`src/rtl/code_entry_collector_if.sv`:
```
// code_entry_collector_if
//   Groups the digit-entry handshake between the entry handler (master) and
//   the code collector (slave).
//   master -> slave : digit_in, store_digit_pulse, increment_counter_pulse,
//                     clear_code
//   slave -> master : enable_entry, code_value, digit_count, code_ready,
//                     digit_blank, reject_pulse, protocol_error, timeout_pulse
interface code_entry_collector_if #(
  parameter int NUM_DIGITS = 4,
  parameter int DIGIT_W    = 4
);
  localparam int CNT_W = $clog2(NUM_DIGITS + 1);

  logic [DIGIT_W-1:0]            digit_in;
  logic                          store_digit_pulse;
  logic                          increment_counter_pulse;
  logic                          clear_code;

  logic                          enable_entry;
  logic [NUM_DIGITS*DIGIT_W-1:0] code_value;
  logic [CNT_W-1:0]              digit_count;
  logic                          code_ready;
  logic [NUM_DIGITS-1:0]         digit_blank;
  logic                          reject_pulse;
  logic                          protocol_error;
  logic                          timeout_pulse;

  modport master (
    output digit_in, store_digit_pulse, increment_counter_pulse, clear_code,
    input  enable_entry, code_value, digit_count, code_ready, digit_blank,
           reject_pulse, protocol_error, timeout_pulse
  );

  modport slave (
    input  digit_in, store_digit_pulse, increment_counter_pulse, clear_code,
    output enable_entry, code_value, digit_count, code_ready, digit_blank,
           reject_pulse, protocol_error, timeout_pulse
  );
endinterface

```
`src/rtl/code_entry_collector.sv`:
```
// code_entry_collector
//   Collects BCD digits into a NUM_DIGITS-wide code register. A digit is taken
//   when store_digit_pulse and increment_counter_pulse arrive together; the
//   newest digit lands in the least significant position. When the code is
//   complete, code_ready rises and enable_entry falls until clear_code. A
//   partial code left idle for TIMEOUT_CYCLES cycles is abandoned.
// Ports
//   clk        system clock
//   sys_reset  asynchronous, active-high reset (released synchronously
//              upstream)
//   bus        code_entry_collector_if.slave (digit input, pulses, clear,
//              and all registered status outputs)
module code_entry_collector #(
  parameter int NUM_DIGITS     = 4,
  parameter int DIGIT_W        = 4,
  parameter int TIMEOUT_CYCLES = 50_000_000
) (
  input  logic                   clk,
  input  logic                   sys_reset,
  code_entry_collector_if.slave  bus
);

  localparam int CNT_W  = $clog2(NUM_DIGITS + 1);
  localparam int TMR_W  = $clog2(TIMEOUT_CYCLES);
  localparam int CODE_W = NUM_DIGITS * DIGIT_W;

  typedef enum logic [1:0] {
    EMPTY      = 2'd0,
    COLLECTING = 2'd1,
    FULL       = 2'd2
  } state_t;

  state_t               state_reg, state_next;
  logic [CODE_W-1:0]    code_reg, code_next;
  logic [CNT_W-1:0]     count_reg, count_next;
  logic [TMR_W-1:0]     timer_reg, timer_next;
  logic                 perr_reg, perr_next;
  logic                 reject_reg, reject_next;
  logic                 timeout_reg, timeout_next;
  logic                 ready_reg;
  logic                 enable_reg;
  logic [NUM_DIGITS-1:0] blank_reg, blank_next;

  logic                 pair;
  logic                 unpaired;
  logic                 is_bcd;
  logic                 accept;
  logic                 expire;
  logic [CODE_W-1:0]    code_shifted;

  assign pair     = bus.store_digit_pulse & bus.increment_counter_pulse;
  assign unpaired = bus.store_digit_pulse ^ bus.increment_counter_pulse;
  assign is_bcd   = (bus.digit_in <= DIGIT_W'(9));
  assign accept   = pair && is_bcd && (state_reg != FULL);
  assign expire   = (state_reg == COLLECTING) &&
                    (timer_reg == TMR_W'(TIMEOUT_CYCLES - 1));

  // Single-digit codes have no upper field to keep.
  generate
    if (NUM_DIGITS > 1) begin : g_shift_multi
      assign code_shifted = {code_reg[(NUM_DIGITS-1)*DIGIT_W-1:0], bus.digit_in};
    end else begin : g_shift_single
      assign code_shifted = bus.digit_in;
    end
  endgenerate

  // Next-state and next-output logic. Priority: clear, accepted pair,
  // timeout expiry, then rejection of anything else. A timeout behaves like
  // clear_code, so a bad pulse in the expiry cycle is dropped silently.
  always_comb begin
    state_next   = state_reg;
    code_next    = code_reg;
    count_next   = count_reg;
    timer_next   = timer_reg;
    perr_next    = perr_reg;
    reject_next  = 1'b0;
    timeout_next = 1'b0;

    if (bus.clear_code) begin
      state_next = EMPTY;
      code_next  = '0;
      count_next = '0;
      timer_next = '0;
      perr_next  = 1'b0;
    end else if (accept) begin
      code_next  = code_shifted;
      count_next = count_reg + CNT_W'(1);
      timer_next = '0;
      state_next = (count_reg == CNT_W'(NUM_DIGITS - 1)) ? FULL : COLLECTING;
    end else if (expire) begin
      state_next   = EMPTY;
      code_next    = '0;
      count_next   = '0;
      timer_next   = '0;
      perr_next    = 1'b0;
      timeout_next = 1'b1;
    end else begin
      // FULL swallows every pulse without comment.
      if (state_reg != FULL) begin
        if (pair) begin
          reject_next = 1'b1;
        end else if (unpaired) begin
          reject_next = 1'b1;
          perr_next   = 1'b1;
        end
      end
      // Cannot wrap: expiry at TIMEOUT_CYCLES-1 is handled above.
      if (state_reg == COLLECTING) begin
        timer_next = timer_reg + TMR_W'(1);
      end
    end
  end

  // Blanking mask follows the count being registered, so the mask and
  // code_value change on the same edge.
  generate
    for (genvar gi = 0; gi < NUM_DIGITS; gi++) begin : g_blank
      assign blank_next[gi] = (CNT_W'(gi) >= count_next);
    end
  endgenerate

  always_ff @(posedge clk or posedge sys_reset) begin
    if (sys_reset) begin
      state_reg   <= EMPTY;
      code_reg    <= '0;
      count_reg   <= '0;
      timer_reg   <= '0;
      perr_reg    <= 1'b0;
      reject_reg  <= 1'b0;
      timeout_reg <= 1'b0;
      ready_reg   <= 1'b0;
      enable_reg  <= 1'b1;
      blank_reg   <= '1;
    end else begin
      state_reg   <= state_next;
      code_reg    <= code_next;
      count_reg   <= count_next;
      timer_reg   <= timer_next;
      perr_reg    <= perr_next;
      reject_reg  <= reject_next;
      timeout_reg <= timeout_next;
      ready_reg   <= (state_next == FULL);
      enable_reg  <= (state_next != FULL);
      blank_reg   <= blank_next;
    end
  end

  assign bus.enable_entry   = enable_reg;
  assign bus.code_value     = code_reg;
  assign bus.digit_count    = count_reg;
  assign bus.code_ready     = ready_reg;
  assign bus.digit_blank    = blank_reg;
  assign bus.reject_pulse   = reject_reg;
  assign bus.protocol_error = perr_reg;
  assign bus.timeout_pulse  = timeout_reg;

endmodule

```
`src/flat_wrapper.sv`:
```
// flat-port wrapper written by rule: the top's interface ports become plain ports
module code_entry_collector_flat 
#(
  parameter int NUM_DIGITS     = 4,
  parameter int DIGIT_W        = 4,
  parameter int TIMEOUT_CYCLES = 50_000_000
)
  (clk, sys_reset, bus_digit_in, bus_store_digit_pulse, bus_increment_counter_pulse, bus_clear_code, bus_enable_entry, bus_code_value, bus_digit_count, bus_code_ready, bus_digit_blank, bus_reject_pulse, bus_protocol_error, bus_timeout_pulse);
  code_entry_collector_if #(.NUM_DIGITS(NUM_DIGITS), .DIGIT_W(DIGIT_W)) bus_i ();
  input  logic clk;
  input  logic sys_reset;
  input wire logic [$bits(bus_i.digit_in)-1:0] bus_digit_in;
  input wire logic [$bits(bus_i.store_digit_pulse)-1:0] bus_store_digit_pulse;
  input wire logic [$bits(bus_i.increment_counter_pulse)-1:0] bus_increment_counter_pulse;
  input wire logic [$bits(bus_i.clear_code)-1:0] bus_clear_code;
  output wire logic [$bits(bus_i.enable_entry)-1:0] bus_enable_entry;
  output wire logic [$bits(bus_i.code_value)-1:0] bus_code_value;
  output wire logic [$bits(bus_i.digit_count)-1:0] bus_digit_count;
  output wire logic [$bits(bus_i.code_ready)-1:0] bus_code_ready;
  output wire logic [$bits(bus_i.digit_blank)-1:0] bus_digit_blank;
  output wire logic [$bits(bus_i.reject_pulse)-1:0] bus_reject_pulse;
  output wire logic [$bits(bus_i.protocol_error)-1:0] bus_protocol_error;
  output wire logic [$bits(bus_i.timeout_pulse)-1:0] bus_timeout_pulse;
  assign bus_i.digit_in = bus_digit_in;
  assign bus_i.store_digit_pulse = bus_store_digit_pulse;
  assign bus_i.increment_counter_pulse = bus_increment_counter_pulse;
  assign bus_i.clear_code = bus_clear_code;
  assign bus_enable_entry = bus_i.enable_entry;
  assign bus_code_value = bus_i.code_value;
  assign bus_digit_count = bus_i.digit_count;
  assign bus_code_ready = bus_i.code_ready;
  assign bus_digit_blank = bus_i.digit_blank;
  assign bus_reject_pulse = bus_i.reject_pulse;
  assign bus_protocol_error = bus_i.protocol_error;
  assign bus_timeout_pulse = bus_i.timeout_pulse;
  code_entry_collector #(.NUM_DIGITS(NUM_DIGITS), .DIGIT_W(DIGIT_W), .TIMEOUT_CYCLES(TIMEOUT_CYCLES)) u_core (.clk(clk), .sys_reset(sys_reset), .bus(bus_i));
endmodule
```
`config.mk`:
```
export PLATFORM = sky130hd
export DESIGN_NAME = code_entry_collector_flat
export DESIGN_NICKNAME = d
export VERILOG_FILES = /design/src/rtl/code_entry_collector_if.sv /design/src/rtl/code_entry_collector.sv /design/src/flat_wrapper.sv
export SDC_FILE = /design/constraint.sdc
export NUM_CORES = 1
export LEC_CHECK = 0
export ABC_CLOCK_PERIOD_IN_PS = 3000
export CORE_ASPECT_RATIO = 0.8
export CORE_MARGIN = 1.5
export CORE_UTILIZATION = 56
export CTS_BUF_LIST = sky130_fd_sc_hd__clkbuf_4
export CTS_CLUSTER_DIAMETER = 50
export CTS_CLUSTER_SIZE = 20
export DETAILED_ROUTE_END_ITERATION = 8
export GPL_ROUTABILITY_DRIVEN = 0
export PLACE_DENSITY_LB_ADDON = 0.25
export SKIP_CTS_REPAIR_TIMING = 1
export SYNTH_ARGS = -nofsm -noshare
export SYNTH_HDL_FRONTEND = slang
export SYNTH_SLANG_ARGS = --single-unit
```
`constraint.sdc`:
```
create_clock -name clk -period 3 [get_ports clk]
set_clock_uncertainty 0.15 [all_clocks]
set_input_delay 0.9 -clock clk [delete_from_list [all_inputs] [get_ports clk]]
set_output_delay 0.9 -clock clk [all_outputs]
set_load 0.1 [all_outputs]
```
==> metrics <==
final hold slack 0.383 ns; most frequent cells in the layout dfrtp_1, buf_4, nor2_1; grt ovf 0; Yosys top cell area share 47.4%; Ports 37; max-slew violations 0; Antenna diodes 0; RSZ-0062 raised after global routing no; initial antenna violation count 0; Port Buf Inserts 36; clock sinks 56; delay-heaviest family, CP buffers and inverters; min Tclk post-route 2.57 ns; Die Y 65.1 um; static leakage 1.41 nW; Worst path max stage delay 0.48 ns; combinational family with the most area after synthesis simple AND/OR/NAND/NOR gates; CTS tree yes; die area 0.00524 mm2; leading area contributor after synthesis dfrtp_1; Setup TNS 0 ns; share of cells above drive strength 1 19.2%; Final #Nets 325; fin crit share 85.7%; largest net degree at the start of global routing 24; Worst-Margin Slew 0.486 ns; first-pass detailed-route iteration total 5; area fraction in compound gates after synthesis 9.70%; H-tree levels 2; Hold Crit Class flop to flop; post-synthesis mux area share 1.21%; worst-path fanout max 10; most numerous cell on the critical path buf_4; CTS Buffer Depth 2; Post-Synthesis Cell Area 0.00270 mm2; Post-Synth Simple-Gate Area 23.9%; worst path bufs/invs 4; drt drc 0; Iter 0 DRT Violations 160; Synth Register Bits 56; Skew-Pair Late Insertion Delay 0.36 ns; final setup margin 0.428 ns; number of buffers created by CTS 5; peak supply drop 0.338 mV; setup slack at placement 0.0532 ns; achievable clock frequency 389 MHz; Netlist cell types 38; post-synthesis cell count 266; met3 track demand over resource 4.79%; grt met1 use 37.3%; syn nets 280; number of synthesized flops with an enable pin 0; sequential area share after synthesis 52.2%; syn_area_per_cell 10.1 um2; Vias 2157; Clock transition at path regs 0.15 ns; DIE WIDTH 80.6 um; crit path max-delay cell type clkdlybuf4s50_1; leading cell types by total area after synthesis dfrtp_1, xnor2_1, a22o_1; DR WL/cell 14.9 um; Tot Pwr 1.34 mW; clk root buf clkbuf_4; post-layout utilization of the core 69.8%; Max Cap Viol 0; DR vias/cell 5.80; Hold Vio Cnt, Final 0; core area 0.00460 mm2; Initial Utilization 58.6%; first-pass GRT wire length 9.61 mm; Critical Path Source Type input port; Core Rows 22; vias in the first global route 2034; final setup violation count 0; synth warn 0; slew margin rel. 67.1%; ys flop type dfrtp_1; P&R area growth vs syn 19.1%; synthesized-area fraction occupied by adder cells 2.32%; Worst Path Required 3.12 ns; Post-DRT Antenna Nets 0; asr flop ratio synth 100%; Routed WL 5.55 mm; critical path class input port to flop; Synth Area in XOR/XNOR 7.47%; max reg flops 26; most common cell after layout, fill and taps aside dfrtp_1; CP endpoint kind flop; Most Used Layer, Global Route met1; status complete, no violations; overall routing resource usage 23.9%; GR met2 Demand/Resource 34.0%; power density cells 417 mW/mm2; CP Cell Sequence clkdlybuf4s50_1 > o21ai_0 > buf_4 > a311oi_2 > buf_4 > buf_4 > nor2_1 > xnor2_1 > nor2_1; DP HPWL 4.14 mm; worst path arrival time 2.69 ns
==> synthesized netlist by cell type, drive strengths merged (3+ instances only) <==
library cell	number
nor4b	3
inv	10
nand4	9
a31oi	3
and3	6
clkbuf	10
ha	5
and4	4
nor2	37
nor4	9
dfrtp	51
nor3b	3
o21ai	5
nand2	14
dfstp	5
a21oi	5
nand3	14
or4	4
nor3	10
xnor2	23
a22o	18
nand2b	3
==> worst paths after layout <==
check,from,end,slack (ns),cells past startpoint
min reg2reg,u_core.bus.code_value[14],u_core.bus.code_value[14],0.38,1
max in group asynchronous,sys_reset,u_core.bus.enable_entry,1.39,3
max,bus_digit_in[2],u_core.timer_reg[5],0.43,9
min,u_core.bus.code_value[14],u_core.bus.code_value[14],0.38,1
max reg2reg,u_core.timer_reg[7],u_core.timer_reg[25],0.60,5
min in group asynchronous,sys_reset,u_core.timer_reg[21],0.69,2
==> power by group <==
| group | leakage (nW) | internal, mW | switching, mW |
|---|---|---|---|
| Sequential | 0.760 | 0.766 | 0.00727 |
| Clock | 0.0403 | 0.171 | 0.222 |
| Combinational | 0.606 | 0.0526 | 0.121 |
| Total | 1.41 | 0.989 | 0.350 |
==> final cells by class <==
cell class	instances	area (um2)
flip-flops and latches	56	1410
fillers	366	1390
multi-input cells	188	1210
repair buffers	50	408
well taps	60	75.1
clock buffers	5	37.5
clock inverters	3	37.5
inverters	10	37.5
==> layer usage <==
metal,share of wire [%],vias up,wire [um]
li1,-,1049,-
met1,51,1045,2850
met2,43,57,2400
met3,4.6,6,255
met4,0.88,0,49
met5,0,-,0
==> worst register-to-register path: cells and delay by family, from the launching register on <==
family | cells | cell delay, ns
and+or+nand+nor | 4 | 1.60
DFF | 1 | 0.51
AOI/OAI and AO/OA | 1 | 0.09
==> logic make-up (layout without fill, tap and decap cells) <==
logic type	count (synthesis)	count (layout)
adders and majority gates	5	5
AOI/OAI and AO/OA	35	35
DFF	56	56
and+or+nand+nor	122	122
buffers and inverters	22	68
xor gates and xnor gates	23	23
muxes	3	3
==> stage by stage <==
step                      cells  instance area [um2]
final                       372                 3210
after global routing        372                 3210
after CTS                   372                 3210
after detailed placement    364                 3140
after global placement      364                 3140
after floorplan             266                 2700
Note: power is estimated with default switching activity, not from simulation.
